[config.mk]
export PLATFORM = sky130hd
export DESIGN_NAME = flux_demux_flat
export DESIGN_NICKNAME = d
export VERILOG_FILES = /design/src/rtl/flux_demux_if.sv /design/src/rtl/flux_demux.sv /design/src/flat_wrapper.sv
export SDC_FILE = /design/constraint.sdc
export NUM_CORES = 1
export LEC_CHECK = 0
export CELL_PAD_IN_SITES_DETAIL_PLACEMENT = 1
export CELL_PAD_IN_SITES_GLOBAL_PLACEMENT = 1
export CORE_UTILIZATION = 33
export DETAILED_ROUTE_END_ITERATION = 7
export HOLD_SLACK_MARGIN = 0.15
export PLACE_DENSITY = 0.84
export SYNTH_ARGS = -nofsm -noshare
export SYNTH_HDL_FRONTEND = slang
export SYNTH_SLANG_ARGS = --single-unit
[constraint.sdc]
create_clock -name clk -period 3.9 [get_ports clk]
set_input_delay 0.78 -clock clk [delete_from_list [all_inputs] [get_ports clk]]
set_output_delay 0.78 -clock clk [all_outputs]
set_load 0.02 [all_outputs]
[src/rtl/flux_demux_if.sv]
// Handshake bundle between the shared tagged-word FIFO and the per-flux output FIFOs.
// The master side is the demux; the slave side is the FIFO environment.
interface flux_demux_if #(
  parameter int DATA_WIDTH = 8,
  parameter int FLUX       = 2
);
  localparam int TAG_WIDTH = $clog2(FLUX);
  localparam int WIDTH     = DATA_WIDTH + TAG_WIDTH;

  logic [WIDTH-1:0]           in_dout;
  logic                       in_empty;
  logic                       in_read;
  logic [FLUX*DATA_WIDTH-1:0] out_din;
  logic [FLUX-1:0]            out_write;
  logic [FLUX-1:0]            out_full;

  modport master (
    input  in_dout, in_empty, out_full,
    output in_read, out_din, out_write
  );

  modport slave (
    output in_dout, in_empty, out_full,
    input  in_read, out_din, out_write
  );
endinterface

[src/rtl/flux_demux.sv]
// Routes tagged words from one shared FIFO to per-flux FIFOs through a single
// registered stage, counting delivered tokens per flux and dropped bad-tag words.
module flux_demux #(
  parameter int DATA_WIDTH = 8,
  parameter int FLUX       = 2,
  parameter int CNT_WIDTH  = 16
) (
  input  logic                      clk,
  input  logic                      rst,
  flux_demux_if.master              bus,
  output logic [FLUX*CNT_WIDTH-1:0] tok_cnt,
  output logic [CNT_WIDTH-1:0]      drop_cnt,
  output logic                      err_tag
);
  localparam int TAG_WIDTH = $clog2(FLUX);
  localparam int WIDTH     = DATA_WIDTH + TAG_WIDTH;

  logic                  stg_vld;
  logic [TAG_WIDTH-1:0]  stg_tag;
  logic [DATA_WIDTH-1:0] stg_data;
  logic [CNT_WIDTH-1:0]  cnt [FLUX];

  logic [TAG_WIDTH-1:0]  in_tag;
  logic [DATA_WIDTH-1:0] in_data;
  logic                  tag_ok;
  logic                  full_sel;
  logic                  drain;
  logic                  pop;

  assign in_tag  = bus.in_dout[WIDTH-1:DATA_WIDTH];
  assign in_data = bus.in_dout[DATA_WIDTH-1:0];

  // Out-of-range tags only exist when FLUX leaves unused tag codes.
  if ((1 << TAG_WIDTH) == FLUX) begin : g_pow2
    assign tag_ok = 1'b1;
  end else begin : g_npow2
    assign tag_ok = (in_tag < TAG_WIDTH'(FLUX));
  end

  always_comb begin
    full_sel = 1'b0;
    for (int f = 0; f < FLUX; f++) begin
      if (stg_tag == TAG_WIDTH'(f)) full_sel = bus.out_full[f];
    end
  end

  // Gating with rst keeps a held word from leaking out during the reset cycle.
  assign drain       = rst & stg_vld & ~full_sel;
  assign pop         = rst & ~bus.in_empty & (~stg_vld | drain);
  assign bus.in_read = pop;

  always_comb begin
    bus.out_write = '0;
    bus.out_din   = '0;
    for (int f = 0; f < FLUX; f++) begin
      if (stg_tag == TAG_WIDTH'(f)) begin
        bus.out_write[f]                           = drain;
        bus.out_din[f*DATA_WIDTH +: DATA_WIDTH]    = stg_data;
      end
    end
  end

  for (genvar g = 0; g < FLUX; g++) begin : g_cnt_out
    assign tok_cnt[g*CNT_WIDTH +: CNT_WIDTH] = cnt[g];
  end

  always_ff @(posedge clk) begin
    if (!rst) begin
      stg_vld  <= 1'b0;
      stg_tag  <= '0;
      stg_data <= '0;
      drop_cnt <= '0;
      err_tag  <= 1'b0;
      for (int f = 0; f < FLUX; f++) cnt[f] <= '0;
    end else begin
      err_tag <= pop & ~tag_ok;
      if (pop & tag_ok) begin
        stg_vld  <= 1'b1;
        stg_tag  <= in_tag;
        stg_data <= in_data;
      end else if (drain) begin
        stg_vld  <= 1'b0;
      end
      if (pop & ~tag_ok) drop_cnt <= drop_cnt + 1'b1;
      for (int f = 0; f < FLUX; f++) begin
        if (bus.out_write[f]) cnt[f] <= cnt[f] + 1'b1;
      end
    end
  end
endmodule
[src/flat_wrapper.sv]
// flat-port wrapper written by rule: the top's interface ports become plain ports
module flux_demux_flat 
#(
  parameter int DATA_WIDTH = 8,
  parameter int FLUX       = 2,
  parameter int CNT_WIDTH  = 16
)
  (clk, rst, tok_cnt, drop_cnt, err_tag, bus_in_dout, bus_in_empty, bus_out_full, bus_in_read, bus_out_din, bus_out_write);
  flux_demux_if #(.DATA_WIDTH(DATA_WIDTH), .FLUX(FLUX)) bus_i ();
  input  logic clk;
  input  logic rst;
  output logic [FLUX*CNT_WIDTH-1:0] tok_cnt;
  output logic [CNT_WIDTH-1:0] drop_cnt;
  output logic err_tag;
  input wire logic [$bits(bus_i.in_dout)-1:0] bus_in_dout;
  input wire logic [$bits(bus_i.in_empty)-1:0] bus_in_empty;
  input wire logic [$bits(bus_i.out_full)-1:0] bus_out_full;
  output wire logic [$bits(bus_i.in_read)-1:0] bus_in_read;
  output wire logic [$bits(bus_i.out_din)-1:0] bus_out_din;
  output wire logic [$bits(bus_i.out_write)-1:0] bus_out_write;
  assign bus_i.in_dout = bus_in_dout;
  assign bus_i.in_empty = bus_in_empty;
  assign bus_i.out_full = bus_out_full;
  assign bus_in_read = bus_i.in_read;
  assign bus_out_din = bus_i.out_din;
  assign bus_out_write = bus_i.out_write;
  flux_demux #(.DATA_WIDTH(DATA_WIDTH), .FLUX(FLUX), .CNT_WIDTH(CNT_WIDTH)) u_core (.clk(clk), .rst(rst), .bus(bus_i), .tok_cnt(tok_cnt), .drop_cnt(drop_cnt), .err_tag(err_tag));
endmodule
==> results of run 1 <==
## worst max-delay path: cells and delay by family
kind / cells / cell delay (ps)
buf+inv: 2 / 1000
mux: 1 / 300
simple gates: 2 / 410
## stage by stage
step	util	setup WS [ps]
2_1_floorplan	-	711
3_3_place_gp	0.442	643
3_5_place_dp	0.442	633
4_1_cts	0.459	618
5_1_grt	0.459	503
6_report	0.459	626
## placed cells by master, fill, tap and decap left out, types with 2 or more instances in the layout
cell,Yosys,layout
clkinvlp_4,0,2
conb_1,1,17
nor2b_1,8,8
nand2b_1,2,2
or4_1,2,2
ha_1,2,2
mux2i_1,2,2
nand3_1,8,8
xnor2_1,11,11
clkbuf_8,0,5
nand2_1,37,37
and2_1,12,12
dfxtp_1,10,10
nand4_1,5,5
or3_1,7,7
nor2_1,22,22
xor2_1,7,7
a21oi_1,7,7
buf_4,17,6
inv_1,3,3
and3_1,3,3
clkdlybuf4s50_1,0,64
edfxtp_1,32,32
nor3_1,5,5
nor4_1,4,4
o21ai_0,16,15
## worst max path at each step
stage                                from                        endpoint  slack, ps  depth (start not counted)
after global placement    bus_out_full[1]                bus_out_write[1]        640                          6
after CTS                 bus_out_full[1]                bus_out_write[0]        620                          5
final                     bus_out_full[1]                bus_out_write[0]        630                          5
after global routing      bus_out_full[0]                bus_out_write[1]        500                          6
after detailed placement  bus_out_full[1]                bus_out_write[1]        630                          6
after floorplan           bus_out_full[1]  u_core.cnt[0][0]$_SDFFCE_PN0P_        710                          4
## power by group through the flow
stage	logic (mW)	registers, mW	clock network [mW]
6_report	0.180	0.537	0.350
5_1_grt	0.194	0.543	0.377
4_1_cts	0.182	0.538	0.360
3_5_place_dp	0.181	0.548	0
3_3_place_gp	0.178	0.546	0
2_1_floorplan	0.0890	0.562	0
## flip-flops by register name, indices dropped and copies added (netlist names)
| name | count |
|---|---|
| u_core.stg_data | 8 |
| u_core.stg_tag | 1 |
| u_core.stg_vld | 1 |
| u_core.cnt | 32 |
## layer usage
metal | up-vias | routed length [um] | global-route usage
met2 | 61 | 2600 | 0.276
met4 | 0 | 54 | 0.0409
met3 | 5 | 453 | 0.0661
met1 | 898 | 2410 | 0.195
met5 | - | 0 | 0
li1 | 929 | - | -
## area by class of cell
cell class,count,area [um2]
Sequential cell,42,1160
Clock buffer,5,68.8
Multi-Input combinational cell,186,1030
Clock inverter,3,45.0
Inverter,3,11.3
Tap cell,80,100
Timing Repair Buffer,70,686
Fill cell,793,3660
## cell families (layout without fill, tap and decap cells)
kind of cell | count (synthesis) | count (layout) | synth area share
buf+inv | 27 | 81 | 0.0726
mux | 3 | 3 | 0.0136
xor+xnor | 18 | 18 | 0.0687
compound gates | 26 | 26 | 0.0606
other cells | 1 | 17 | 0.00164
fa+ha+maj | 2 | 2 | 0.0109
simple gates | 120 | 120 | 0.266
flops | 42 | 42 | 0.506
==> qor.txt, run 1 <==
Critical path class -> input pin to output pin
Slew @ Worst Pin -> 815 ps
FMAX -> 0.305 GHz
Final weighted congestion in routability-driven placement -> 0.761
Sw Ratio -> 0.270
Mapped Avg Cell Area -> 9.60 um2
Hold Crit Start -> u_core.stg_data[2]$_SDFFE_PN0P_
Max-cap violations -> 0
EDFF count, synth -> 32
Synth top area cells -> edfxtp_1, dfxtp_1, nand2_1
Internal power -> 0.778 mW
Diodes inserted -> 0
#FFs+latches synth -> 42
Vias in the first global route -> 1,953
DRT Wirelength -> 5510 um
Layout cells sized above 1 -> 0.0615
Reg power frac -> 0.504
Area Growth Syn to Fin -> 35.1%
Die W -> 85.4 um
Setup TNS -> 0 ps
Via density per instance -> 4.87
Grt total ovfl -> 0
Post-CTS Setup Inserts -> 0
Ys Warns -> 0
Worst vdd ir -> 168 uV
Slew headroom -> 0.456
Async SR Flop Fraction -> 0
Pins Over Slew Limit -> 0
Crit-path max cell delay -> 610 ps
Top_reg_cell synth -> edfxtp_1
Worst EP arrival -> 2490 ps
Instance count of the mapped netlist -> 239
Drt drc -> 0
CP required -> 3120 ps
GRT Overall Usage -> 0.164
Final nets -> 324
Worst Hold Slack -> 479 ps
Pwr dens -> 344 mW/mm2
Psw -> 0.288 mW
Num rows -> 30
Max FO, Critical Path -> 5
Mapped Area -> 0.00229 mm2
R2R setup slack -> 1560 ps
CTS Root Cell -> clkbuf_8
Static Leakage -> 1.09 nW
Hold Buf Count CTS -> 0
Final setup violation count -> 0
Area share of the largest cell type after synthesis -> 0.419
Critical Path, Cell by Cell -> clkdlybuf4s50_1 -> mux2_2 -> or2_2 -> nor2_1 -> clkdlybuf4s50_1
Post-route insts no fill -> 389
Clk slew on worst S/H paths -> 80 ps
Reg-to-reg startpoint -> u_core.stg_tag$_SDFFE_PN0P_
Clk buf depth -> 2
CTS tree -> built
Critical path startpoint category -> input pin
Power, Total -> 1.07 mW
Latest clock arrival within the worst-skew pair -> 300 ps
Clock Skews -> 8.48 ps
RSZ-0062 raised after global routing -> no
Slowest cell on crit path -> clkdlybuf4s50_1
Synth area leader -> edfxtp_1
Inst Count DP -> 381
Clk network pwr share -> 0.328
Tightest Hold Check Type -> register to register
DP HPWL -> 4060 um
WL/cell -> 14.2 um
Power share of the combinational group -> 0.169
Die area -> 0.00729 mm2
CP endpoint kind -> output pin
Detail Route Antenna Nets -> 0
Most common cell in the synthesized netlist -> nand2_1
Final hold vios -> 0
TritonCTS buffer count -> 5
Tcrit/Tclk final -> 0.840
Htree depth -> 2
Die Ht -> 85.4 um
Hold Path Cell Cnt -> 2
CP most frequent cell -> clkdlybuf4s50_1
Routed vias -> 1,893
Post-DP Area -> 0.00298 mm2
Core Region -> 0.00676 mm2
Worst reg2reg path depth -> 6
Cts repair resizes -> 0
Post-route minimum period -> 3270 ps
First drt pass iteration count -> 4
Port buffer count -> 64
Initial antenna violation count -> 0
Initial DRC Count -> 69
First-pass GRT wire length -> 9430 um
Synth cell count leaders -> nand2_1, edfxtp_1, nor2_1
Number of clock sinks -> 42
# IOs -> 82
Final instance area -> 0.00310 mm2
Starting Density -> 0.339
Seq/Total Area, Yosys -> 0.506
Post-synth cell types -> 35
RR Endpoint -> u_core.cnt[0][18]$_SDFFCE_PN0P_
Hold EP -> u_core.stg_data[2]$_SDFFE_PN0P_
Largest net degree at the start of global routing -> 31
Outcome -> complete, no violations
(Power assumes the default switching activity.)
==> run 2: changes to the inputs <==
clock period = 3.4 ns   (was 3.9 ns; I/O delays follow)
==> run 2 against run 1 <==
- core utilization shrank 0.41 points
- global-route usage shrank 0.36 points
- clock power shrank 11%
- sequential power grew 15%
- setup slack lost 300 ps
==> qor.txt, run 2 (synthesized netlist as in run 1, its figures left out) <==
Outcome -> complete, no violations (unchanged)
Inst Count DP -> 382 (was 381)
Slew @ Worst Pin -> 539 ps (was 815 ps)
Post-route minimum period -> 3080 ps
R2R setup slack -> 1350 ps (was 1560 ps)
Pins Over Slew Limit -> 0 (unchanged)
Tightest Hold Check Type -> register to register (unchanged)
Starting Density -> 0.339 (unchanged)
Worst reg2reg path depth -> 5 (was 6)
WP buf/inv -> 2 (unchanged)
Setup crit start -> bus_out_full[0] (was bus_out_full[1])
Cts repair resizes -> 0 (unchanged)
Htree depth -> 2 (unchanged)
Area Growth Syn to Fin -> 33.9% (was 35.1%)
Routed vias -> 1,914 (was 1,893)
Worst vdd ir -> 132 uV (was 168 uV)
RSZ-0062 raised after global routing -> no (unchanged)
Post-CTS Setup Inserts -> 0 (unchanged)
Detail Route Antenna Nets -> 0 (unchanged)
Clk slew on worst S/H paths -> 70 ps (was 80 ps)
Hold Buf Count CTS -> 0 (unchanged)
Tcrit/Tclk final -> 0.905
Diodes inserted -> 0 (unchanged)
Latest clock arrival within the worst-skew pair -> 300 ps (about the same)
Initial antenna violation count -> 0 (unchanged)
Slowest cell on crit path -> clkdlybuf4s50_1 (unchanged)
Layout cells sized above 1 -> 0.0615 (unchanged)
CTS tree -> built (unchanged)
Max-cap violations -> 0 (unchanged)
First drt pass iteration count -> 4 (unchanged)
Initial DRC Count -> 46 (was 69)
FMAX -> 0.325 GHz
Crit-path max cell delay -> 600 ps (was 610 ps)
Top reg by flops -> u_core.cnt (unchanged)
Drt drc -> 0 (unchanged)
Biggest regs -> u_core.cnt: 32 flops, u_core.stg_data: 8 flops (unchanged)
Fill count -> 774 (was 793)
Largest net degree at the start of global routing -> 31 (unchanged)
Max FO, Critical Path -> 5 (unchanged)
Grt total ovfl -> 0 (unchanged)
Reg-to-reg startpoint -> u_core.stg_tag$_SDFFE_PN0P_ (unchanged)
Slew headroom -> 0.637 (was 0.456)
Critical path startpoint category -> input pin (unchanged)
Static Leakage -> 1.08 nW (was 1.09 nW)
Clk buf depth -> 2 (unchanged)
Setup TNS -> 0 ps (unchanged)
Vias in the first global route -> 1,866 (was 1,953)
Clock Skews -> 9.12 ps (was 8.48 ps)
Critical path class -> input pin to output pin (unchanged)
DRT Wirelength -> 5640 um (was 5510 um)
Worst EP arrival -> 2400 ps (was 2490 ps)
CP top delay family -> buffers and inverters (unchanged)
# IOs -> 82 (unchanged)
WL/cell -> 14.5 um (was 14.2 um)
CP endpoint kind -> output pin (unchanged)
Port buffer count -> 64 (unchanged)
Crit path to -> bus_out_write[0] (unchanged)
Post-route insts no fill -> 389 (unchanged)
CP required -> 2720 ps (was 3120 ps)
DP HPWL -> 4130 um (was 4060 um)
CP most frequent cell -> clkdlybuf4s50_1 (unchanged)
Pwr dens -> 370 mW/mm2 (was 344 mW/mm2)
Commonest non-fill, non-tap cell in the layout -> clkdlybuf4s50_1 (unchanged)
Die area -> 0.00729 mm2 (unchanged)
Via density per instance -> 4.92 (was 4.87)
Die W -> 85.4 um (unchanged)
Flip-flop count of the largest register after layout -> 32 (unchanged)
Number of clock sinks -> 42 (unchanged)
Critical Path, Cell by Cell -> clkdlybuf4s50_1 -> mux2_2 -> or2_2 -> nor2_1 -> clkdlybuf4s50_1 (unchanged)
Final setup violation count -> 0 (unchanged)
Commonest cells after routing, fill and taps aside -> clkdlybuf4s50_1, nand2_1, edfxtp_1 (unchanged)
CTS Root Cell -> clkbuf_8 (unchanged)
RR Endpoint -> u_core.cnt[0][9]$_SDFFCE_PN0P_ (was u_core.cnt[0][18]$_SDFFCE_PN0P_)
Final nets -> 325 (was 324)
Core Region -> 0.00676 mm2 (unchanged)
TritonCTS buffer count -> 5 (unchanged)
Num rows -> 30 (unchanged)
First-pass GRT wire length -> 9160 um (was 9430 um)
Final weighted congestion in routability-driven placement -> 0.778 (was 0.761)
Die Ht -> 85.4 um (unchanged)
Stages on the worst setup path -> 5 (unchanged)
GRT Overall Usage -> 0.160 (was 0.164)
Final hold vios -> 0 (unchanged)
==> run 2: how the worst min path moves through the flow <==
stage	startpoint	end	slack (ps)	cells past startpoint
after floorplan	u_core.stg_data[0]$_SDFFE_PN0P_	u_core.stg_data[0]$_SDFFE_PN0P_	440	2
after global placement	u_core.stg_data[5]$_SDFFE_PN0P_	u_core.stg_data[5]$_SDFFE_PN0P_	460	2
after detailed placement	u_core.stg_data[3]$_SDFFE_PN0P_	u_core.stg_data[3]$_SDFFE_PN0P_	470	2
after CTS	u_core.stg_data[3]$_SDFFE_PN0P_	u_core.stg_data[3]$_SDFFE_PN0P_	480	2
after global routing	u_core.stg_data[2]$_SDFFE_PN0P_	u_core.stg_data[2]$_SDFFE_PN0P_	520	2
final	u_core.stg_data[3]$_SDFFE_PN0P_	u_core.stg_data[3]$_SDFFE_PN0P_	470	2
==> run 2: final cells by class <==
type	count	area [um2]	area share
sequential	42	1160	0.378
multi-input combinational	186	1030	0.334
timing repair buffer	71	693	0.226
tap	80	100	0.0326
clock buffer	5	68.8	0.0224
inverter	3	11.3	0.00367
clock inverter	2	10.0	0.00326
==> run 2: per-stage QoR <==
step	setup WS, ps	total power [mW]	hold WS, ps	instance area [um2]	utilization
final	324	1.14	471	3070	0.454
after global routing	268	1.18	520	3070	0.454
after CTS	309	1.15	480	3070	0.454
after detailed placement	315	0.838	470	2990	0.443
after global placement	343	0.831	455	2990	0.443
after floorplan	311	0.747	440	2350	-
==> run 2: where the power goes <==
group	switching [mW]	internal, mW
sequential	0.0343	0.583
combinational	0.115	0.0919
clock	0.174	0.138
total	0.324	0.813
==> run 2: worst register-to-register path, cell delays in order (launching register included) <==
cell	delay, ps
dfxtp_1	370
mux2_2	380
or2_2	320
buf_4	240
or4_1	550
nand2_1	80
==> run 2: routing by layer <==
layer	vias to the layer above	GRT usage	part of all wire
met5	-	0	0
met4	0	0.0455	0.010
met3	7	0.0623	0.083
met2	61	0.265	0.46
met1	914	0.194	0.44
li1	932	-	-
